### src/rtl/alu_pkg.sv
// alu_pkg: shared ALU control encodings, flag indices and default width
package alu_pkg;
  localparam int ALU_WIDTH = 64;
  localparam logic [1:0] ALU_ADD = 2'b00;
  localparam logic [1:0] ALU_SUB = 2'b01;
  localparam logic [1:0] ALU_AND = 2'b10;
  localparam logic [1:0] ALU_XOR = 2'b11;
  localparam int FLAG_OF = 0;
  localparam int FLAG_SF = 1;
  localparam int FLAG_ZF = 2;
endpackage

### src/rtl/alu_core_if.sv
// alu_core_if: operand/result bundle between execute stage (master) and ALU (slave)
interface alu_core_if #(parameter int WIDTH = alu_pkg::ALU_WIDTH) ();
  logic [1:0] control;
  logic [WIDTH-1:0] a;
  logic [WIDTH-1:0] b;
  logic set_cc;
  logic [WIDTH-1:0] y;
  logic overflow;
  logic [2:0] flags;
  modport master (output control, a, b, set_cc, input y, overflow, flags);
  modport slave (input control, a, b, set_cc, output y, overflow, flags);
endinterface

### src/rtl/alu_addsub.sv
// alu_addsub: single shared adder; sub is a + ~b + 1 with signed overflow
module alu_addsub #(parameter int WIDTH = 64) (
  input  logic             i_sub,
  input  logic [WIDTH-1:0] i_a,
  input  logic [WIDTH-1:0] i_b,
  output logic [WIDTH-1:0] o_sum,
  output logic             o_overflow
);
  logic [WIDTH-1:0] w_b;
  assign w_b = i_b ^ {WIDTH{i_sub}};
  assign o_sum = i_a + w_b + {{(WIDTH-1){1'b0}}, i_sub};
  // inverted b makes the sub rule identical to the add rule
  assign o_overflow = (i_a[WIDTH-1] == w_b[WIDTH-1]) && (o_sum[WIDTH-1] != i_a[WIDTH-1]);
endmodule

### src/rtl/alu_core.sv
// alu_core: Y86-64 ALU (add/sub/and/xor) with registered OF/SF/ZF condition codes
module alu_core
  import alu_pkg::*;
#(
  parameter int WIDTH = ALU_WIDTH
) (
  input logic       clk,
  input logic       rst_n,
  alu_core_if.slave bus
);
  logic [WIDTH-1:0] w_sum;
  logic             w_ovf_as;
  logic [WIDTH-1:0] w_y;
  logic             w_ovf;
  logic [2:0]       r_flags;
  alu_addsub #(.WIDTH(WIDTH)) u_addsub (
    .i_sub      (bus.control == ALU_SUB),
    .i_a        (bus.a),
    .i_b        (bus.b),
    .o_sum      (w_sum),
    .o_overflow (w_ovf_as)
  );
  always_comb begin
    w_y = bus.control == ALU_AND ? bus.a & bus.b :
          bus.control == ALU_XOR ? bus.a ^ bus.b : w_sum;
    w_ovf = bus.control[1] ? 1'b0 : w_ovf_as;
  end
  always_ff @(posedge clk or negedge rst_n)
    if (!rst_n) r_flags <= '0;
    else if (bus.set_cc) begin
      r_flags[FLAG_OF] <= w_ovf;
      r_flags[FLAG_SF] <= w_y[WIDTH-1];
      r_flags[FLAG_ZF] <= w_y == '0;
    end
  assign bus.y = w_y;
  assign bus.overflow = w_ovf;
  assign bus.flags = r_flags;
endmodule

### src/flat_wrapper.sv
// flat-port wrapper written by rule: the top's interface ports become plain ports
module alu_core_flat import alu_pkg::*;
#(
  parameter int WIDTH = ALU_WIDTH
)
  (clk, rst_n, bus_control, bus_a, bus_b, bus_set_cc, bus_y, bus_overflow, bus_flags);
  alu_core_if #(.WIDTH(WIDTH)) bus_i ();
  input logic clk;
  input logic rst_n;
  input wire logic [$bits(bus_i.control)-1:0] bus_control;
  input wire logic [$bits(bus_i.a)-1:0] bus_a;
  input wire logic [$bits(bus_i.b)-1:0] bus_b;
  input wire logic [$bits(bus_i.set_cc)-1:0] bus_set_cc;
  output wire logic [$bits(bus_i.y)-1:0] bus_y;
  output wire logic [$bits(bus_i.overflow)-1:0] bus_overflow;
  output wire logic [$bits(bus_i.flags)-1:0] bus_flags;
  assign bus_i.control = bus_control;
  assign bus_i.a = bus_a;
  assign bus_i.b = bus_b;
  assign bus_i.set_cc = bus_set_cc;
  assign bus_y = bus_i.y;
  assign bus_overflow = bus_i.overflow;
  assign bus_flags = bus_i.flags;
  alu_core #(.WIDTH(WIDTH)) u_core (.clk(clk), .rst_n(rst_n), .bus(bus_i));
endmodule
### config.mk
export PLATFORM = sky130hd
export DESIGN_NAME = alu_core_flat
export DESIGN_NICKNAME = d
export VERILOG_FILES = /design/src/rtl/alu_pkg.sv /design/src/rtl/alu_core_if.sv /design/src/rtl/alu_addsub.sv /design/src/rtl/alu_core.sv /design/src/flat_wrapper.sv
export SDC_FILE = /design/constraint.sdc
export NUM_CORES = 1
export LEC_CHECK = 0
export ABC_CLOCK_PERIOD_IN_PS = 7700
export CAP_MARGIN = 20
export CORE_MARGIN = 4
export CORE_UTILIZATION = 35
export CTS_CLUSTER_SIZE = 25
export DETAILED_ROUTE_END_ITERATION = 8
export MAX_ROUTING_LAYER = met4
export PLACE_DENSITY = 0.62
export SETUP_SLACK_MARGIN = 0.1
export SLEW_MARGIN = 10
export SYNTH_ARGS = -nofsm -noshare
export SYNTH_HDL_FRONTEND = slang
export SYNTH_SLANG_ARGS = --single-unit
### constraint.sdc
create_clock -name clk -period 7.7 [get_ports clk]
set_clock_uncertainty 0.1 [all_clocks]
set_input_delay 0.77 -clock clk [delete_from_list [all_inputs] [get_ports clk]]
set_output_delay 0.77 -clock clk [all_outputs]
set_load 0.05 [all_outputs]
==> results.ini, run 1 <==
[run_status]
status = completed

[cells_and_area]
n_fill_cell = 2282
drive_gt1_share_pct = 7.86
regArea_um2 = 75.1
area_growth_syn_to_layout_pct = 29.5
multi_input_area_um2 = 7410
fin_nets = 1526
finish.utilization_pct = 46.3
largest_register_ffs = 3

[floorplanning]
die_y_um = 158
io_pins = 201
fp.dieW_um = 158
initial_utilization_pct = 35.7
rows = 54
design.core.area_um2 = 21900
dieArea_um2 = 24800

[timing]
rsz0062_at_grt = no
setup_viol = 0
tightestPinTransition_ns = 1.08
finalCritPeriodShare_pct = 87.8
finalWorstSetupSlack_ns = 0.938
min_period_ns = 6.76
relSlewSlack_pct = 27.8
drv_slew = 0
fmax_ghz = 0.148
hold_violations = 0
setup_tns_ns = 0

[placed_design]
place_congestion = 0.964
hpwl_mm = 25.7
dp_slack_ns = 0.709
io_buffers = 200

[yosys]
yosys-top-cells-area = ha_1 21%, xnor2_1 8.7%, a21oi_1 6.0%
synth_top_area_share_pct = 21.1
syn_avg_cell_area_um2 = 7.04
ys_top_cells_by_count = 132 x ha_1, 114 x nand2_1, 94 x a21oi_1
synth_nets = 1378
syn_inst = 1112
synth_top_cell_by_area = ha_1
ys_ff_latch = 3
postSynth.asyncResetShare_pct = 100
synth_most_common_cell = ha_1
synth_edf_count = 0
synth_ff_type = dfrtp_1
yosysSeqAreaShare_pct = 0.959
yosys_warnings = 0
netlist_area_um2 = 7830
synth.distinct_cells = 79

[drt]
wl_mm = 30.8
initialDrtViolationCount = 700
num_vias = 9232
wire_per_inst_um = 20.0
drtPass1Iterations = 5
ant_nets = 0
vias_per_cell = 5.99
drc = 0

[pwr]
switchingPower_uw = 871
power_frac_clock_pct = 5.6
power_density_nw_per_um2 = 144
internal_power_uw = 585
swShare_pct = 59.8
p_leak_uw = 0.00399
fin_total_pwr_uw = 1460
power_frac_seq_pct = 1.3
comb_power_share_pct = 93.1
ir_drop_v = 0.0000890

[global_routing]
grt_overflow = 0
grt_max_degree = 71
grt_usage_pct = 24.2
grt_pass1_wl_mm = 47.7
antenna_found_initial = 1
grt_pass1_vias = 8826

[critical_path]
critPathCaptureType = register
required_ns = 7.74
start_kind = primary input
crit-reg2reg-launch = u_core.bus.flags[0]$_DFFE_PN0P_
r2r_slack_ns = 6.85
slowest_delay_ns = 0.92
r2r_end = u_core.bus.flags[0]$_DFFE_PN0P_
crit_slowest_cell = a2111oi_0
crit_arrival_ns = 6.80
crit_path_max_fanout = 45
crit_type = in -> reg
crit_path_cell_trace = buf_4 -> nand2_4 -> xnor2_1 -> inv_1 -> fa_1 -> nand2b_1 -> a21oi_4 -> o21ai_2 -> a2111oi_0 -> o31a_1 -> o31ai_1 -> or4b_1 -> nor4_1 -> nand4_1 -> nor4_2 -> o2111ai_1 -> o21ai_1
r2r_cells = 1

[clock_tree]
cts_buffers = 3
h-tree-depth = 1
holdBufCountCts = 0
clk_pin_slew_ns = 0.03
cts-root-buf = clkbuf_16
cts_setup_buffers = 0
cts_sinks = 3
clock_latency_ns = 0.22
cts_resized = 0
cts_tree = yes
ctsLongestPathBuffers = 2

[hold_path]
hold_path_end = u_core.bus.flags[1]$_DFFE_PN0P_
hold_depth = 1
hold_path_class = reg -> reg
hold_path.startpoint = u_core.bus.flags[1]$_DFFE_PN0P_

[flow_run]
drv_cap = 0

## how the worst max path moves through the flow
| stage | startpoint | to | cells after the start |
|---|---|---|---|
| floorplan | bus_control[0] | bus_y[59] | 19 |
| global placement | bus_control[0] | u_core.bus.flags[2]$_DFFE_PN0P_ | 17 |
| detailed placement | bus_control[0] | u_core.bus.flags[2]$_DFFE_PN0P_ | 17 |
| CTS | bus_control[0] | u_core.bus.flags[2]$_DFFE_PN0P_ | 17 |
| global route | bus_control[0] | u_core.bus.flags[2]$_DFFE_PN0P_ | 17 |
| finish | bus_control[0] | u_core.bus.flags[2]$_DFFE_PN0P_ | 17 |
## stage by stage
step	instances	hold slack (ns)	instance area, um2
final	1540	0.407	10100
after global routing	1540	0.439	10100
after CTS	1539	0.411	10100
after detailed placement	1535	0.401	10000
after global placement	1535	0.398	10000
after floorplan	1112	0.374	7830
## metal layers
metal  vias to the layer above  track usage [%]  wire (um)
li1                       4532                -          -
met1                      4300             33.0      13800
met2                       355             39.8      14300
met3                        45             1.98       2140
met4                         0             4.38        667
met5                         -                -          0
## area by class of cell
class / count / share of cell area, %
well taps: 280 / 3.46
inverters: 24 / 0.889
repair buffers: 207 / 20.9
flip-flops and latches: 3 / 0.741
clock buffers: 4 / 0.778
multi-input cells: 1021 / 73.2
diodes: 1 / 0.0247
## cells in the final DEF (no fill, tap or decap), drive strengths merged, types with 5 or more instances in the layout
master	n
o21bai	8
nor2	78
o21a	15
a311oi	8
a21boi	8
and3	6
clkdlybuf4s50	162
a21oi	98
a31oi	5
ha	132
a2111oi	5
nor4	15
nor2b	13
xor2	12
buf	45
o21ai	82
nor3b	7
a221oi	5
nand4	38
a21o	12
mux2	29
and2	10
a22oi	5
a211oi	24
and4	6
a211o	5
xnor2	78
inv	24
or3	11
nor3	38
nand3	7
o31ai	12
o22ai	11
nand2	114
mux2i	31
nand2b	13
o211ai	28
## worst max-delay path, delay by kind of cell
family | cells | cell delay [ns]
XOR/XNOR | 1 | 0.40
AND/OR/NAND/NOR | 6 | 2.83
adder cells (fa/ha/maj) | 1 | 0.41
buffers and inverters | 2 | 0.42
AO/OA/AOI/OAI | 7 | 1.94
## power groups by stage
stage                     clock network [uW]  logic [uW]  registers [uW]
after floorplan                            0         875            25.2
after global placement                     0        1340            18.7
after detailed placement                   0        1340            18.8
after CTS                               83.0        1350            18.6
after global routing                    86.0        1460            18.9
final                                   81.9        1360            18.6
## kinds of logic (layout without fill, tap and decap cells)
family,Yosys count,after routing,share of synthesized area (%)
multiplexers,60,60,8.14
buffers and inverters,88,235,4.43
other,0,1,0
XOR/XNOR,90,90,10.1
AO/OA/AOI/OAI,360,360,30.4
flip-flops,3,3,0.959
adder cells (fa/ha/maj),133,133,21.4
AND/OR/NAND/NOR,378,378,24.6
Power figures use the tool's default switching activity.
==> run 2: changes to the inputs <==
SLEW_MARGIN = not set   (was 10)
==> results of run 2 <==
No change in the layout: final DEF, timing and power equal those of run 1.
